$ cat config.mk
export PLATFORM = sky130hd
export DESIGN_NAME = dmem_responder
export DESIGN_NICKNAME = d
export VERILOG_FILES = /design/src/rtl/dmem_responder.sv
export SDC_FILE = /design/constraint.sdc
export NUM_CORES = 1
export LEC_CHECK = 0
export CORE_MARGIN = 4
export CORE_UTILIZATION = 53
export CTS_CLUSTER_SIZE = 24
export DETAILED_ROUTE_END_ITERATION = 8
export PLACE_DENSITY = 0.9
export SLEW_MARGIN = 25
export SYNTH_ARGS = -nofsm -noshare
export SYNTH_HDL_FRONTEND = slang
export SYNTH_SLANG_ARGS = --single-unit
$ cat constraint.sdc
create_clock -name clk -period 5.8 [get_ports clk]
set_clock_uncertainty 0.1 [all_clocks]
set_input_delay 0.87 -clock clk [delete_from_list [all_inputs] [get_ports clk]]
set_output_delay 0.87 -clock clk [all_outputs]
set_load 0.01 [all_outputs]
$ cat src/rtl/dmem_responder.sv
// dmem_responder: turns single-word dcache requests into line bursts (read = fetch, write = read-modify-write).
// Optional DMEM_LINE_BUF_EN keeps the last line as a one-entry buffer so hits skip memory traffic.
module dmem_responder #(
  parameter int BEAT_WIDTH  = 64,
  parameter int BURST_BEATS = 4
) (
  input  logic                  clk,
  input  logic                  rst,
  input  logic [31:0]           d_addr,
  input  logic [3:0]            d_rmask,
  input  logic [3:0]            d_wmask,
  input  logic [31:0]           d_wdata,
  output logic [31:0]           d_rdata,
  output logic                  d_resp,
  output logic [31:0]           bmem_addr,
  output logic                  bmem_read,
  output logic                  bmem_write,
  output logic [BEAT_WIDTH-1:0] bmem_wdata,
  input  logic                  bmem_ready,
  input  logic [31:0]           bmem_raddr,
  input  logic [BEAT_WIDTH-1:0] bmem_rdata,
  input  logic                  bmem_rvalid
);
  localparam int CW = $clog2(BURST_BEATS);
  localparam int LB = BEAT_WIDTH * BURST_BEATS / 8;
  typedef enum logic [2:0] {IDLE, RD_REQ, RD_WAIT, MERGE, WR, RESP} state_t;
  state_t state;
  logic [CW-1:0] cnt;
  logic [2:0] off;
  logic is_wr;
  logic [3:0] wm;
  logic [31:0] wd;
  logic [BURST_BEATS-1:0][BEAT_WIDTH-1:0] line, lbt;
  logic [LB-1:0][7:0] lby;
  logic [7:0][31:0] lw;
  logic req, hit, beat_ok, last, unused;
  assign unused = ^d_addr[1:0];
  assign req = |(d_wmask | d_rmask);
  assign beat_ok = state == RD_WAIT && bmem_rvalid && bmem_raddr == bmem_addr;
  assign last = cnt == CW'(BURST_BEATS - 1);
  assign bmem_read = state == RD_REQ && bmem_ready;
  assign bmem_write = state == WR && (cnt != '0 || bmem_ready);
  assign bmem_wdata = bmem_write ? line[cnt] : '0;
  // lw is the next line image: incoming beat inserted, then write lanes merged
  always_comb begin
    lbt = line;
    if (beat_ok) lbt[cnt] = bmem_rdata;
    lby = lbt;
    for (int b = 0; b < 4; b++)
      if (state == MERGE && wm[b]) lby[{off, 2'(b)}] = wd[8*b +: 8];
    lw = lby;
  end
`ifdef DMEM_LINE_BUF_EN
  logic valid;
  assign hit = valid && d_addr[31:5] == bmem_addr[31:5];
  always_ff @(posedge clk)
    if (rst) valid <= 1'b0;
    else if (state == IDLE && req && !hit) valid <= 1'b0;
    else if (beat_ok && last) valid <= 1'b1;
`else
  assign hit = 1'b0;
`endif
  always_ff @(posedge clk) begin
    if (rst) begin
      state <= IDLE;
      cnt <= '0;
      off <= '0;
      is_wr <= 1'b0;
      wm <= '0;
      wd <= '0;
      line <= '0;
      bmem_addr <= '0;
      d_rdata <= '0;
      d_resp <= 1'b0;
    end else begin
      d_resp <= 1'b0;
      line <= lw;
      case (state)
        IDLE: if (req) begin
          off <= d_addr[4:2];
          is_wr <= |d_wmask;
          wm <= d_wmask;
          wd <= d_wdata;
          bmem_addr <= {d_addr[31:5], 5'b0};
          if (hit && !(|d_wmask)) begin
            state <= RESP;
            d_resp <= 1'b1;
            d_rdata <= lw[d_addr[4:2]];
          end else state <= hit ? MERGE : RD_REQ;
        end
        RD_REQ: if (bmem_ready) state <= RD_WAIT;
        RD_WAIT: if (beat_ok) begin
          cnt <= cnt + 1'b1;
          if (last) begin
            cnt <= '0;
            if (is_wr) state <= MERGE;
            else begin
              state <= RESP;
              d_resp <= 1'b1;
              d_rdata <= lw[off];
            end
          end
        end
        MERGE: state <= WR;
        WR: if (bmem_write) begin
          cnt <= cnt + 1'b1;
          if (last) begin
            cnt <= '0;
            state <= RESP;
            d_resp <= 1'b1;
            d_rdata <= lw[off];
          end
        end
        RESP: state <= IDLE;
        default: state <= IDLE;
      endcase
    end
  end
endmodule
==> results.toml, run 1 <==
[clock_network]
post_cts_resized = 0
clk_latency_ns = 0.55
cts_buffers = 40
cts_setup_buffers = 0
cts-root-buf = "clkbuf_16"
cts_tree = "built"
path_clk_slew_ns = 0.06
cts_hold_buffers = 0
cts_buffer_depth = 3
cts_htree_levels = 2
cts_sinks = 361

[worst_setup_path]
crit_path_end = "bmem_wdata[42]"
cp_max_fo = 31
reg2reg_slack_ns = 1.77
rr_endpoint = "d_rdata[18]$_SDFFE_PP0P_"
cp.required_ns = 4.83
endpoint_kind = "primary output"
crit_type = "flip-flop to primary output"
setup.worst_path.start_class = "flip-flop"
critPathLaunch = "cnt[0]$_SDFFE_PP0P_"
reg2regPathDepth = 9
reg2reg_from = "state[1]$_SDFFE_PP0P_"
critical_path_arrival_ns = 3.41

[synthesis]
synth_warnings = 0
synthMuxAreaShare_pct = 21.19
netlist-cell-type-count = 64
synthSimpleGateAreaFrac_pct = 16.74
synth-seq-cells = 361
synth_fa_ha_area_share_pct = 0.2614
synth_ff_type = "dfxtp_1"
synthesis.area_um2 = 19150
async_reset_ff_share_pct = 0
synth_area_per_cell_um2 = 8.889
synth_top_family_by_area = "multiplexers"
synth_edf_count = 0
synth_xor_area_share_pct = 1.098
synthCells = 2154
synth_compound_area_share_pct = 18.27
synth_seq_area_share_pct = 37.75

[floorplan]
core_area_um2 = 35570
die_area_um2 = 39230
dieHeight_um = 198.1
start_util_pct = 53.83
ios = 303
rows = 69
die_x_um = 198.1

[cells_and_area]
stdcell_area_um2 = 23460
layout_common_cells = "359 x dfxtp_1, 347 x nor2_1, 294 x clkdlybuf4s50_1"
drive_gt1_share_pct = 7.535
final_nets = 2495
area_growth_pct = 22.55
fill_cells = 2645
final_common_cell = "dfxtp_1"
seq_area_um2 = 7234
multi_input_area_um2 = 11120
fin_cells = 2815

[grt]
antenna_found_initial = 4
grt-ovfl-total = 0
grt_pass1_vias = 18348
track_usage_pct = 32.24
grt_pass1_wl_um = 101400
grt_max_degree = 148

[pwr]
powerDensity_nw_per_um2 = 254.7
leakagePower_uw = 0.009053
total_power_uw = 5976
ir_worst_vdd_uv = 221.1

[routing]
detail_route.wl_per_cell_um = 23.82
drtPass1Iterations = 6
num_vias = 18820
wl_um = 67050
drtIter0Drc = 2787
vias_per_cell = 6.686
antenna_left = 0
drc = 0

[timing]
fin_ws_ns = 1.419
fmax_mhz = 228.3
slew_viol_final = 0
tightest_slew_ns = 1.155
fin_crit_sh_pct = 75.54
setup_tns_ns = 0
setup_viol = 0
hold_viol = 0
rsz0062_at_grt = "no"
maxSlewHeadroom_pct = 22.65
period_needed_ns = 4.381

[placement]
dp_hpwl_um = 44780
gp_congestion = 0.9115
dp_cells = 2738
place_ws_ns = 1.066
placed_area_um2 = 22120
io_buffers = 295

[run_status]
outcome = "finished, final reports clean"

[flow_run]
maxCapViolCount = 0

[hold_path]
min_path_type = "flip-flop to flip-flop"
## critical path, cell delays in order, from the launching register on
cell and delay, ns:
dfxtp_4 0.60, inv_1 0.15, ha_1 0.25, nand2b_1 0.15, nand3_2 0.46, buf_4 0.44
nor2b_1 0.20, clkdlybuf4s50_1 0.56
## Yosys cell counts (all sizes together), types with 7 or more instances
master | count | share of area (%)
nand2b | 7 | 0.23
clkbuf | 152 | 3.0
dfxtp | 361 | 38
nand2 | 221 | 4.3
o21ai | 30 | 0.78
nor2b | 72 | 2.4
nor2 | 347 | 6.8
xor2 | 19 | 0.87
nor3 | 12 | 0.31
or4 | 8 | 0.33
a21oi | 77 | 2.0
o22ai | 63 | 2.1
mux2i | 259 | 14
nand3 | 11 | 0.29
and3 | 7 | 0.23
o22a | 11 | 0.50
buf | 48 | 1.6
o221ai | 10 | 0.46
mux4 | 64 | 7.5
a211oi | 273 | 11
nor4 | 25 | 0.95
## how the worst min path moves through the flow
| stage | from | slack [ns] | to | cells past startpoint |
|---|---|---|---|---|
| 2_1_floorplan | wm[0]$_SDFFE_PP0P_ | 0.35 | wm[0]$_SDFFE_PP0P_ | 2 |
| 3_3_place_gp | wm[2]$_SDFFE_PP0P_ | 0.37 | wm[2]$_SDFFE_PP0P_ | 2 |
| 3_5_place_dp | wm[2]$_SDFFE_PP0P_ | 0.37 | wm[2]$_SDFFE_PP0P_ | 2 |
| 4_1_cts | bmem_addr[19]$_SDFFE_PP0P_ | 0.38 | bmem_addr[19]$_SDFFE_PP0P_ | 2 |
| 5_1_grt | bmem_addr[28]$_SDFFE_PP0P_ | 0.40 | bmem_addr[28]$_SDFFE_PP0P_ | 2 |
| 6_report | bmem_addr[28]$_SDFFE_PP0P_ | 0.38 | bmem_addr[28]$_SDFFE_PP0P_ | 2 |
## area by class of cell
| class | instances | area share (%) |
|---|---|---|
| Tap cell | 461 | 2.458 |
| Sequential cell | 361 | 30.83 |
| Multi-Input combinational cell | 1592 | 47.39 |
| Clock inverter | 17 | 0.7573 |
| Antenna cell | 5 | 0.05333 |
| Timing Repair Buffer | 319 | 13.53 |
| Clock buffer | 55 | 4.895 |
| Inverter | 5 | 0.07999 |
## per-layer routing
metal	global-route usage [%]	up-vias	wire (um)
li1	-	8199	-
met1	41.46	8880	24710
met2	50.10	1455	29480
met3	8.389	284	9094
met4	16.88	2	3760
met5	0	-	7
## kinds of logic after synthesis
kind of cell / count (synthesis)
multiplexers: 325
other: 1
adder cells (fa/ha/maj): 4
flip-flops: 361
AND/OR/NAND/NOR: 733
XOR/XNOR: 24
AO/OA/AOI/OAI: 501
buffers and inverters: 205
## metrics by stage
stage                     utilization [%]  hold slack (ns)
final                               65.96           0.3836
after global routing                65.95           0.4013
after CTS                           65.93           0.3849
after detailed placement            62.20           0.3710
after global placement              62.20           0.3663
after floorplan                         -           0.3451
## state kept, by name, indices dropped and copies added (netlist names)
name,count
d_resp,1
line,256
state,3
off,3
cnt,2
wm,4
wd,32
is_wr,1
d_rdata,32
bmem_addr,27
## where the power goes
part           internal [uW]  switching, uW
combinational            272            409
sequential              2550            150
clock                   1520           1070
total                   4350           1630
No activity file was read; power rests on OpenSTA's default activity.
==> run 2: changes to the inputs <==
==> constraint.sdc (replaced) <==
create_clock -name clk -period 4.4 [get_ports clk]
set_clock_uncertainty 0.1 [all_clocks]
set_input_delay 0.66 -clock clk [delete_from_list [all_inputs] [get_ports clk]]
set_output_delay 0.66 -clock clk [all_outputs]
set_load 0.01 [all_outputs]
==> results.toml, run 2 (synthesized netlist as in run 1, its figures left out) <==
[routing]
wl_um = 67770
detail_route.wl_per_cell_um = 23.92
vias_per_cell = 6.654
num_vias = 18851
drc = 0
drtIter0Drc = 2649
antenna_left = 0
drtPass1Iterations = 7

[clock_network]
clk_latency_ns = 0.55
cts-root-buf = "clkbuf_16"
cts_sinks = 361
cts_buffer_depth = 3
cts_setup_buffers = 0
cts_buffers = 40
cts_htree_levels = 2
cts_tree = "built"
post_cts_resized = 0
cts_hold_buffers = 0
path_clk_slew_ns = 0.06

[floorplan]
start_util_pct = 53.83
die_area_um2 = 39230
die_x_um = 198.1
rows = 69
dieHeight_um = 198.1
core_area_um2 = 35570
ios = 303

[worst_setup_path]
crit_type = "flip-flop to primary output"
cp_max_fo = 52
endpoint_kind = "primary output"
setup.worst_path.start_class = "flip-flop"
cp.required_ns = 3.64
critical_path_arrival_ns = 3.18
critPathLaunch = "cnt[1]$_SDFFE_PP0P_"
reg2regPathDepth = 9
reg2reg_from = "state[1]$_SDFFE_PP0P_"
rr_endpoint = "d_rdata[4]$_SDFFE_PP0P_"
crit_path_end = "bmem_wdata[28]"
reg2reg_slack_ns = 0.67

[placement]
gp_congestion = 0.9342
dp_hpwl_um = 45970
dp_cells = 2758
io_buffers = 295

[grt]
grt-ovfl-total = 0
track_usage_pct = 33.00
antenna_found_initial = 4
grt_pass1_vias = 18794
grt_max_degree = 166
grt_pass1_wl_um = 103100

[timing]
fin_crit_sh_pct = 89.49
tightest_slew_ns = 1.189
fmax_mhz = 254.0
hold_viol = 0
period_needed_ns = 3.937
setup_tns_ns = 0
rsz0062_at_grt = "no"
maxSlewHeadroom_pct = 20.38
setup_viol = 0
holdWs_ns = 0.3834
slew_viol_final = 0

[cells_and_area]
fin_cells = 2833
final_nets = 2516
drive_gt1_share_pct = 8.235
area_growth_pct = 24.19
largest_register_ffs = 256
top_regs = "line (256), d_rdata (32), wd (32)"
fill_cells = 2653
largest_register = "line"
final_common_cell = "dfxtp_1"
layout_common_cells = "359 x dfxtp_1, 347 x nor2_1, 294 x clkdlybuf4s50_1"

[pwr]
leakagePower_uw = 0.009201
ir_worst_vdd_uv = 338.9
powerDensity_nw_per_um2 = 333.0
switchingPower_uw = 2130
seq_power_share_pct = 45.0
sw_frac_of_total_pct = 26.91
power.internal_uw = 5786
pwr-share-clk_pct = 43.5
combPwrFrac_pct = 11.6

[hold_path]
min_path_type = "flip-flop to flip-flop"

[flow_run]
maxCapViolCount = 0

[run_status]
outcome = "finished, final reports clean"
[run 2: cell types whose count changed in the layout (fill, tap and decap cells not counted), moves of 2 or more]
cell,before,now
clkinv_4,2,0
clkinv_2,9,7
buf_12,3,13
buf_4,21,31
inv_6,2,0
[run 2: metal layers]
layer | global-route usage [%] | share of wire, %
met4 | 17.88 | 5.7
met5 | 0 | 0.019
met2 | 50.85 | 44
met3 | 8.167 | 12
met1 | 42.81 | 38
[run 2: how the worst min path moves through the flow]
stage	cells past startpoint	to	slack [ns]	from
2_1_floorplan	2	wm[0]$_SDFFE_PP0P_	0.35	wm[0]$_SDFFE_PP0P_
3_3_place_gp	2	wm[0]$_SDFFE_PP0P_	0.36	wm[0]$_SDFFE_PP0P_
4_1_cts	2	bmem_addr[28]$_SDFFE_PP0P_	0.38	bmem_addr[28]$_SDFFE_PP0P_
5_1_grt	2	wm[1]$_SDFFE_PP0P_	0.39	wm[1]$_SDFFE_PP0P_
3_5_place_dp	2	bmem_addr[10]$_SDFFE_PP0P_	0.38	bmem_addr[10]$_SDFFE_PP0P_
6_report	2	bmem_addr[19]$_SDFFE_PP0P_	0.38	bmem_addr[19]$_SDFFE_PP0P_
[run 2: stage by stage]
| stage | utilization (%) | instance area [um2] | power [uW] | setup slack, ns |
|---|---|---|---|---|
| floorplan | - | 19160 | 4024 | 0.6688 |
| global placement | 62.97 | 22400 | 4480 | 0.1863 |
| detailed placement | 62.97 | 22400 | 4508 | 0.1250 |
| CTS | 66.74 | 23740 | 7905 | 0.5223 |
| global route | 66.84 | 23770 | 8112 | 0.3815 |
| finish | 66.85 | 23780 | 7917 | 0.4625 |
[run 2: area by class of cell]
type                       count  area, um2  share of cell area (%)
multi-input combinational   1592      11120                   46.76
antenna                        4      10.01                 0.04210
inverter                       5      18.77                 0.07893
clock buffer                  58       1191                   5.010
tap                          461      576.8                   2.426
timing repair buffer         340       3478                   14.63
sequential                   361       7234                   30.43
clock inverter                12      148.9                  0.6262
[run 2: worst max-delay path, cell delays in order, from the launching register on]
cell and delay (ns):
dfxtp_4 0.59, inv_1 0.15, ha_1 0.23, nand2b_1 0.13, nand3_2 0.12, buf_4 0.38
nor2b_1 0.40, clkdlybuf4s50_1 0.62
[run 2: power groups by stage]
stage	sequential, uW	combinational (uW)	clock [uW]
final	3560	917	3440
after global routing	3570	972	3570
after CTS	3550	900	3460
after detailed placement	3620	892	0
after global placement	3610	873	0
after floorplan	3490	533	0
==> run 3: changes to the inputs <==
==> constraint.sdc (replaced) <==
create_clock -name clk -period 4.4 [get_ports clk]
set_clock_uncertainty 0.1 [all_clocks]
set_input_delay 0.44 -clock clk [delete_from_list [all_inputs] [get_ports clk]]
set_output_delay 0.44 -clock clk [all_outputs]
set_load 0.01 [all_outputs]
==> results.toml, run 3 (synthesized netlist as in run 1, its figures left out) <==
[pwr]
powerDensity_nw_per_um2 = 328.7
leakagePower_uw = 0.009114
switchingPower_uw = 2094
combPwrFrac_pct = 11.8
seq_power_share_pct = 45.9
pwr-share-clk_pct = 42.3
total_power_uw = 7751
ir_worst_vdd_uv = 391.4
sw_frac_of_total_pct = 27.02
power.internal_uw = 5657

[cells_and_area]
largest_register = "line"
drive_gt1_share_pct = 7.839
final_nets = 2507
final_common_cell = "dfxtp_1"
top_regs = "line (256), d_rdata (32), wd (32)"
largest_register_ffs = 256
area_growth_pct = 23.14
layout_common_cells = "359 x dfxtp_1, 347 x nor2_1, 294 x clkdlybuf4s50_1"

[hold_path]
min_from = "d_wdata[28]"
min_path_type = "input pin to flip-flop"
hold_depth = 3
whs_endpoint = "wd[28]$_SDFFE_PP0P_"

[timing]
slew_viol_final = 0
fin_crit_sh_pct = 88.94
period_needed_ns = 3.913
rsz0062_at_grt = "no"
maxSlewHeadroom_pct = 24.34
fmax_mhz = 255.5
tightest_slew_ns = 1.130
setup_viol = 0
hold_viol = 0
setup_tns_ns = 0
holdWs_ns = 0.3606

[clock_network]
cts_setup_buffers = 0
cts-root-buf = "clkbuf_16"
clk_latency_ns = 0.53
cts_sinks = 361
cts_buffers = 38
cts_tree = "built"
cts_buffer_depth = 3
path_clk_slew_ns = 0.06
cts_hold_buffers = 0
post_cts_resized = 0
cts_htree_levels = 2

[worst_setup_path]
crit_type = "flip-flop to primary output"
reg2reg_from = "state[1]$_SDFFE_PP0P_"
cp.required_ns = 3.86
rr_endpoint = "d_rdata[28]$_SDFFE_PP0P_"
critical_path_arrival_ns = 3.37
reg2regPathDepth = 10
cp_max_fo = 43
reg2reg_slack_ns = 0.72
endpoint_kind = "primary output"
setup.worst_path.start_class = "flip-flop"

[floorplan]
die_x_um = 198.1
rows = 69
dieHeight_um = 198.1
start_util_pct = 53.83
ios = 303
core_area_um2 = 35570
die_area_um2 = 39230

[grt]
antenna_found_initial = 4
grt_pass1_wl_um = 102600
grt_pass1_vias = 18307
track_usage_pct = 32.66
grt-ovfl-total = 0
grt_max_degree = 116

[routing]
detail_route.wl_per_cell_um = 23.95
wl_um = 67640
drtIter0Drc = 2368
vias_per_cell = 6.650
antenna_left = 0
drc = 0
num_vias = 18781
drtPass1Iterations = 6

[placement]
dp_hpwl_um = 45810
gp_congestion = 0.9159
io_buffers = 295

[flow_run]
maxCapViolCount = 0

[run_status]
outcome = "finished, final reports clean"
==> run 3: worst max-delay path by stage <==
stage / cells past startpoint / to / slack (ns) / start
2_1_floorplan: 14 / d_rdata[16]$_SDFFE_PP0P_ / 0.67 / cnt[0]$_SDFFE_PP0P_
3_3_place_gp: 9 / d_rdata[31]$_SDFFE_PP0P_ / 0.47 / bmem_rvalid
3_5_place_dp: 10 / d_rdata[6]$_SDFFE_PP0P_ / 0.46 / bmem_raddr[9]
4_1_cts: 5 / bmem_wdata[39] / 0.48 / cnt[1]$_SDFFE_PP0P_
5_1_grt: 5 / bmem_wdata[4] / 0.39 / cnt[1]$_SDFFE_PP0P_
6_report: 5 / bmem_wdata[4] / 0.49 / cnt[1]$_SDFFE_PP0P_
==> run 3: final cells by class <==
type,count,area [um2]
Tap cell,461,576.8
Sequential cell,361,7234
Clock inverter,9,72.57
Multi-Input combinational cell,1592,11110
Fill cell,2715,11990
Inverter,5,18.77
Timing Repair Buffer,333,3356
Clock buffer,60,1197
Antenna cell,3,7.507
==> run 3: power by group through the flow <==
stage | registers, uW | logic, uW | clock network (uW)
3_5_place_dp | 3610 | 894 | 0
4_1_cts | 3540 | 901 | 3290
2_1_floorplan | 3490 | 533 | 0
3_3_place_gp | 3600 | 877 | 0
5_1_grt | 3560 | 972 | 3410
6_report | 3560 | 916 | 3280
==> run 3: worst max-delay path: stages (launching register included) <==
cell and delay, ns:
dfxtp_4 0.34, buf_4 0.67, buf_4 0.56, mux4_2 0.62, nor2b_1 0.16, clkdlybuf4s50_1 0.48
==> run 3: stage by stage <==
stage          instances  cell area (um2)  utilization [%]  worst slack, ns
2_1_floorplan       2158            19160                -           0.6688
3_3_place_gp        2752            22300            62.69           0.4682
3_5_place_dp        2752            22300            62.69           0.4560
4_1_cts             2821            23570            66.26           0.4801
5_1_grt             2823            23570            66.28           0.3921
6_report            2824            23580            66.28           0.4868
==> run 3: metal layers <==
| layer | track usage, % | vias up | part of all wire, % | routed length (um) |
|---|---|---|---|---|
| met5 | 0 | - | 0.028 | 19 |
| met4 | 17.16 | 4 | 6.1 | 4128 |
| met3 | 8.899 | 318 | 14 | 9325 |
| li1 | - | 8217 | - | - |
| met1 | 42.26 | 8784 | 37 | 24790 |
| met2 | 50.11 | 1458 | 43 | 29380 |
==> variant 1, RTL diff (settings of run 2) <==
Encoding of `state_t`: now one-hot (6 bits for 6 states).
--- a/src/rtl/dmem_responder.sv
+++ b/src/rtl/dmem_responder.sv
@@ -25,3 +25,3 @@
   localparam int LB = BEAT_WIDTH * BURST_BEATS / 8;
-  typedef enum logic [2:0] {IDLE, RD_REQ, RD_WAIT, MERGE, WR, RESP} state_t;
+  typedef enum logic [5:0] {IDLE = 6'b000001, RD_REQ = 6'b000010, RD_WAIT = 6'b000100, MERGE = 6'b001000, WR = 6'b010000, RESP = 6'b100000} state_t;
   state_t state;
Behaviour: no difference found for any inputs over 4 cycles, from zero or initial values and one cycle with rst high; so few cycles prove little.
==> variant 1 against run 2 <==
- final area up 0.41%
- combinational power down 11%
- utilization down 0.37 points
- sequential cell count up 3
- worst setup slack worse by 0.26 ns
- synthesized area up 1.9%
- power down 3.2%
- synthesized cell count up 2.8%
- wire length up 2.1%
- largest power group unchanged
==> variant 1: results (changes against run 2) <==
metric,value,unit,change
status,completed,,unchanged
worst IR drop on VDD,251.8,uV,was 338.9 uV
pin count of the biggest net entering global routing,142,,was 166
clock network area share,5.356,%,was 5.636%
max incr delay on CP,0.81,ns,was 0.62 ns
fraction of area in multi-input gates,47.43,%,was 46.76%
FILL cells,2811,,was 2653
fin area,23870,um^2,was 23780 um^2
Gate Count Post-Synth,2215,,was 2154
RR Endpoint,d_rdata[27],,was d_rdata[4]
layout cell share with drive strength beyond 1,7.427,%,was 8.235%
M3 GR Usage,9.668,%,was 8.167%
synth unique cells,51,,was 64
reg2reg setup slack,1.01,ns,was 0.67 ns
Detailed Route Iter0 Violations,2415,,was 2649
detailed-route wire length,69.20,mm,was 67.77 mm
final period utilization,95.41,%,was 89.49%
total design power,7.667,mW,was 7.917 mW
crit path max-delay cell type,o21ai_4,,was clkdlybuf4s50_1
Reg area,7295,um^2,was 7234 um^2
min-delay src,wm[1],,was bmem_addr[19]
post-synthesis xor/xnor area fraction,1.123,%,was 1.098%
"top cells by area, synth","dfxtp_1, a211oi_1, mux2i_1",,"was dfxtp_1, mux2i_1, a211oi_1"
Final #Nets,2560,,was 2516
vias in the first global route,18978,,was 18.79k
RD Place Congestion,0.9364,,was 0.9342
#MultiIn Comb,1633,,was 1592
Vias/cell,6.685,,was 6.654
Worst Path Max Fanout,35,,was 52
PostCTS Resize Cnt,0,,unchanged
top cells by instance count after synthesis,"dfxtp_1, a211oi_1, nor2_1",,"was dfxtp_1, nor2_1, a211oi_1"
GRT Overall Usage,32.89,%,was 33.00%
pre-CTS setup slack,0.4884,ns,was 0.1250 ns
core area,35910,um^2,was 35570 um^2
# diodes,2,,was 4
worst reg2reg startpoint,cnt[1],,was state[1]
sequential area share after synthesis,37.36,%,was 37.75%
Leak Pwr,9.995,nW,was 9.201 nW
Final Hold Violating Endpoints,0,,unchanged
first-pass iteration count of the detailed router,9,,was 7
hold slack,0.3770,ns,was 0.3834 ns
grt met2 use,52.37,%,was 50.85%
initial antenna violation count,4,,unchanged
Hold Crit Endpoint,wm[1],,was bmem_addr[19]
crit path capture,bmem_wdata[22],,was bmem_wdata[28]
inverters,10,,was 5
placed instance area,22580,um^2,was 22400 um^2
adder-cell area share of the yosys netlist,0.2566,%,was 0.2614%
WL per Instance,24.09,um,was 23.92 um
Ys Warns,0,,unchanged
Combinational Power Share,10.6,%,was 11.6%
first-pass GRT wire length,104.4,mm,was 103.1 mm
compound-cell area share of the yosys netlist,19.73,%,was 18.27%
non-clk buf share,14.07,%,was 14.63%
Plain + repair buffers,335,,was 340
Psw,2.030,mW,was 2.130 mW
proportion of synthesized area in mux cells,20.53,%,was 21.19%
critical path arrival,3.44,ns,was 3.18 ns
Slew headroom,29.49,%,was 20.38%
## variant 1: cell types whose count changed in the layout (fill, tap and decap cells not counted), sizes merged, moves of 11 or more
cell | run 2 | this run
a21oi | 77 | 88
nor3 | 12 | 35
a211oi | 273 | 354
xor2 | 19 | 1
o21ai | 30 | 9
xnor2 | 5 | 24
o22a | 11 | 0
## variant 1: critical path: cells and delay by family (launching register included)
kind / cells / cell delay (ns)
flip-flops: 1 / 0.56
AO/OA/AOI/OAI: 1 / 0.81
AND/OR/NAND/NOR: 1 / 0.10
adder cells (fa/ha/maj): 1 / 0.23
buffers and inverters: 4 / 1.20
## variant 1: per-layer routing
metal / share of wire [%] / vias to the layer above
met1: 37 / 9000
met4: 5.4 / 4
met2: 45 / 1432
met5: 0.032 / -
met3: 13 / 300
li1: - / 8469
==> variant 2, RTL diff (flow settings as in run 2) <==
Without the edit above. Add a define of `DMEM_LINE_BUF_EN`.
--- a/src/rtl/dmem_responder.sv
+++ b/src/rtl/dmem_responder.sv
@@ -2,2 +2,4 @@
 // Optional DMEM_LINE_BUF_EN keeps the last line as a one-entry buffer so hits skip memory traffic.
+`define DMEM_LINE_BUF_EN
+
 module dmem_responder #(
Formal check against the unedited RTL: no difference found for any inputs over 4 cycles, from zero or initial values and one cycle with rst high; that may be too few to reach the edited logic, so the function may still have changed.
==> variant 2 against run 2 <==
- synthesized cell count is 29% higher
- highest routed layer is now met4
- wire length increased by 48%
- synthesized area rose by 19%
- largest cell class unchanged
- maximum frequency decreased by 6.3%
- worst setup slack got worse by 0.26 ns
- first-iteration DRC count grew 67%
- final area rose by 19%
- sequential cell count rose by 1
Power is not compared: it rests on default switching activity, and its combinational part moved more than twofold at a synthesized area within 25%.
==> variant 2: results (changes against run 2) <==
metric,value,unit,change
Hold Crit Endpoint,wm[3],,was bmem_addr[19]
Gate Count Post-Synth,2775,,was 2154
Top Registers,"line: 256 flops, d_rdata: 32 flops, wd: 32 flops",,unchanged
sequential area share after synthesis,31.80,%,was 37.75%
postcts setup bufs,0,,unchanged
worst reg2reg startpoint,cnt[0],,was state[1]
Num CTS Buffers,43,,was 40
Vias/cell,7.080,,was 6.654
layout cell share with drive strength beyond 1,10.56,%,was 8.235%
GRT Overall Usage,40.70,%,was 33.00%
top cells by instance count after synthesis,"nor2_1, dfxtp_1, nand2_1",,"was dfxtp_1, nor2_1, a211oi_1"
Placed Cells,3511,,was 2758
async set or reset register ratio after synthesis,0,%,unchanged
routed vias,25416,,was 18.85k
hold buffers post-CTS,0,,unchanged
worst hold path stage count,2,,unchanged
htree depth,2,,unchanged
critical path arrival,3.44,ns,was 3.18 ns
Root Buffer Master,clkbuf_16,,unchanged
Clock Tree Buf Depth,3,,unchanged
first-pass GRT wire length,148.0,mm,was 103.1 mm
worst IR drop on VDD,342.0,uV,
Final #Nets,3194,,was 2516
prevailing post-synth register cell,dfxtp_1,,unchanged
worst slew pin tran,1.149,ns,was 1.189 ns
pin count of the biggest net entering global routing,218,,was 166
Detailed Route Iter0 Violations,4426,,was 2649
PostCTS Resize Cnt,0,,unchanged
worst reg-to-reg path cell count,11,,was 9
RD Place Congestion,1.047,,was 0.9342
"top cells by area, synth","dfxtp_1, mux2i_1, a211oi_1",,unchanged
status,completed,,unchanged
reg2reg setup slack,0.51,ns,was 0.67 ns
detailed-route wire length,100.1,mm,was 67.77 mm
synth unique cells,76,,was 64
Worst Path Max Fanout,42,,was 52
min-delay src,wm[3],,was bmem_addr[19]
Worst Hold Class,reg -> reg,,unchanged
hpwl dp,68.11,mm,was 45.97 mm
initial antenna violation count,1,,was 4
"Clk Latency, worst-skew pair",0.59,ns,was 0.55 ns
RR Endpoint,d_rdata[22],,was d_rdata[4]
first-pass iteration count of the detailed router,7,,unchanged
## variant 2: worst max path at each step
stage / to / depth (start not counted) / startpoint / slack (ns)
after floorplan: d_rdata[25] / 15 / cnt[1] / 0.53
after global placement: d_rdata[21] / 11 / bmem_raddr[3] / 0.17
after detailed placement: d_rdata[21] / 11 / bmem_raddr[3] / 0.14
after CTS: bmem_wdata[15] / 7 / cnt[1] / 0.11
after global routing: bmem_wdata[21] / 4 / cnt[1] / 0.16
final: bmem_wdata[21] / 4 / cnt[1] / 0.20
## variant 2: metal layers
layer / routed length (um) / global-route usage, % / vias up
li1: - / - / 10798
met1: 35560 / 51.53 / 11849
met2: 42210 / 61.07 / 2193
met3: 14770 / 11.81 / 576
met4: 7527 / 25.51 / 0
met5: 0 / 0 / -
## variant 2: cell families (layout without fill, tap and decap cells)
group / after synthesis / after routing / share of synthesized area, %
compound gates: 769 / 769 / 23.37
xor+xnor: 51 / 51 / 1.960
fa+ha+maj: 4 / 4 / 0.2196
buf+inv: 257 / 528 / 4.502
flops: 362 / 362 / 31.80
mux: 326 / 326 / 17.99
other cells: 1 / 6 / 0.01646
simple gates: 1005 / 1005 / 20.15
## variant 2: critical path, cell delays in order (launching register included)
cell and delay, ns:
dfxtp_4 0.67, buf_4 0.83, mux4_2 0.61, nor2b_1 0.20, clkdlybuf4s50_1 0.52
## variant 2: area by class of cell
class	count	area (um^2)
well taps	539	674.4
fillers	3468	14050
clock inverters	13	147.6
clock buffers	64	1265
diodes	1	2.502
flip-flops and latches	362	7254
repair buffers	436	4174
inverters	15	56.30
multi-input cells	2160	14610
## variant 2: where the power goes
group | switching [mW] | internal (mW) | leakage [nW] | total (mW)
combinational | 1.87 | 1.03 | 7.72 | 2.91
sequential | 0.572 | 3.54 | 2.93 | 4.11
clock | 1.51 | 2.16 | 0.703 | 3.67
## variant 2: per-stage QoR
stage	instance area (um^2)	power [mW]	hold WS [ns]	utilization, %	setup WS [ns]
6_report	28180	10.69	0.3869	66.74	0.1988
5_1_grt	28180	10.95	0.3994	66.74	0.1614
4_1_cts	28140	10.51	0.3783	66.64	0.1085
3_5_place_dp	26730	6.902	0.3691	63.29	0.1386
3_3_place_gp	26720	6.836	0.3644	63.28	0.1678
2_1_floorplan	22800	5.501	0.3450	-	0.5308
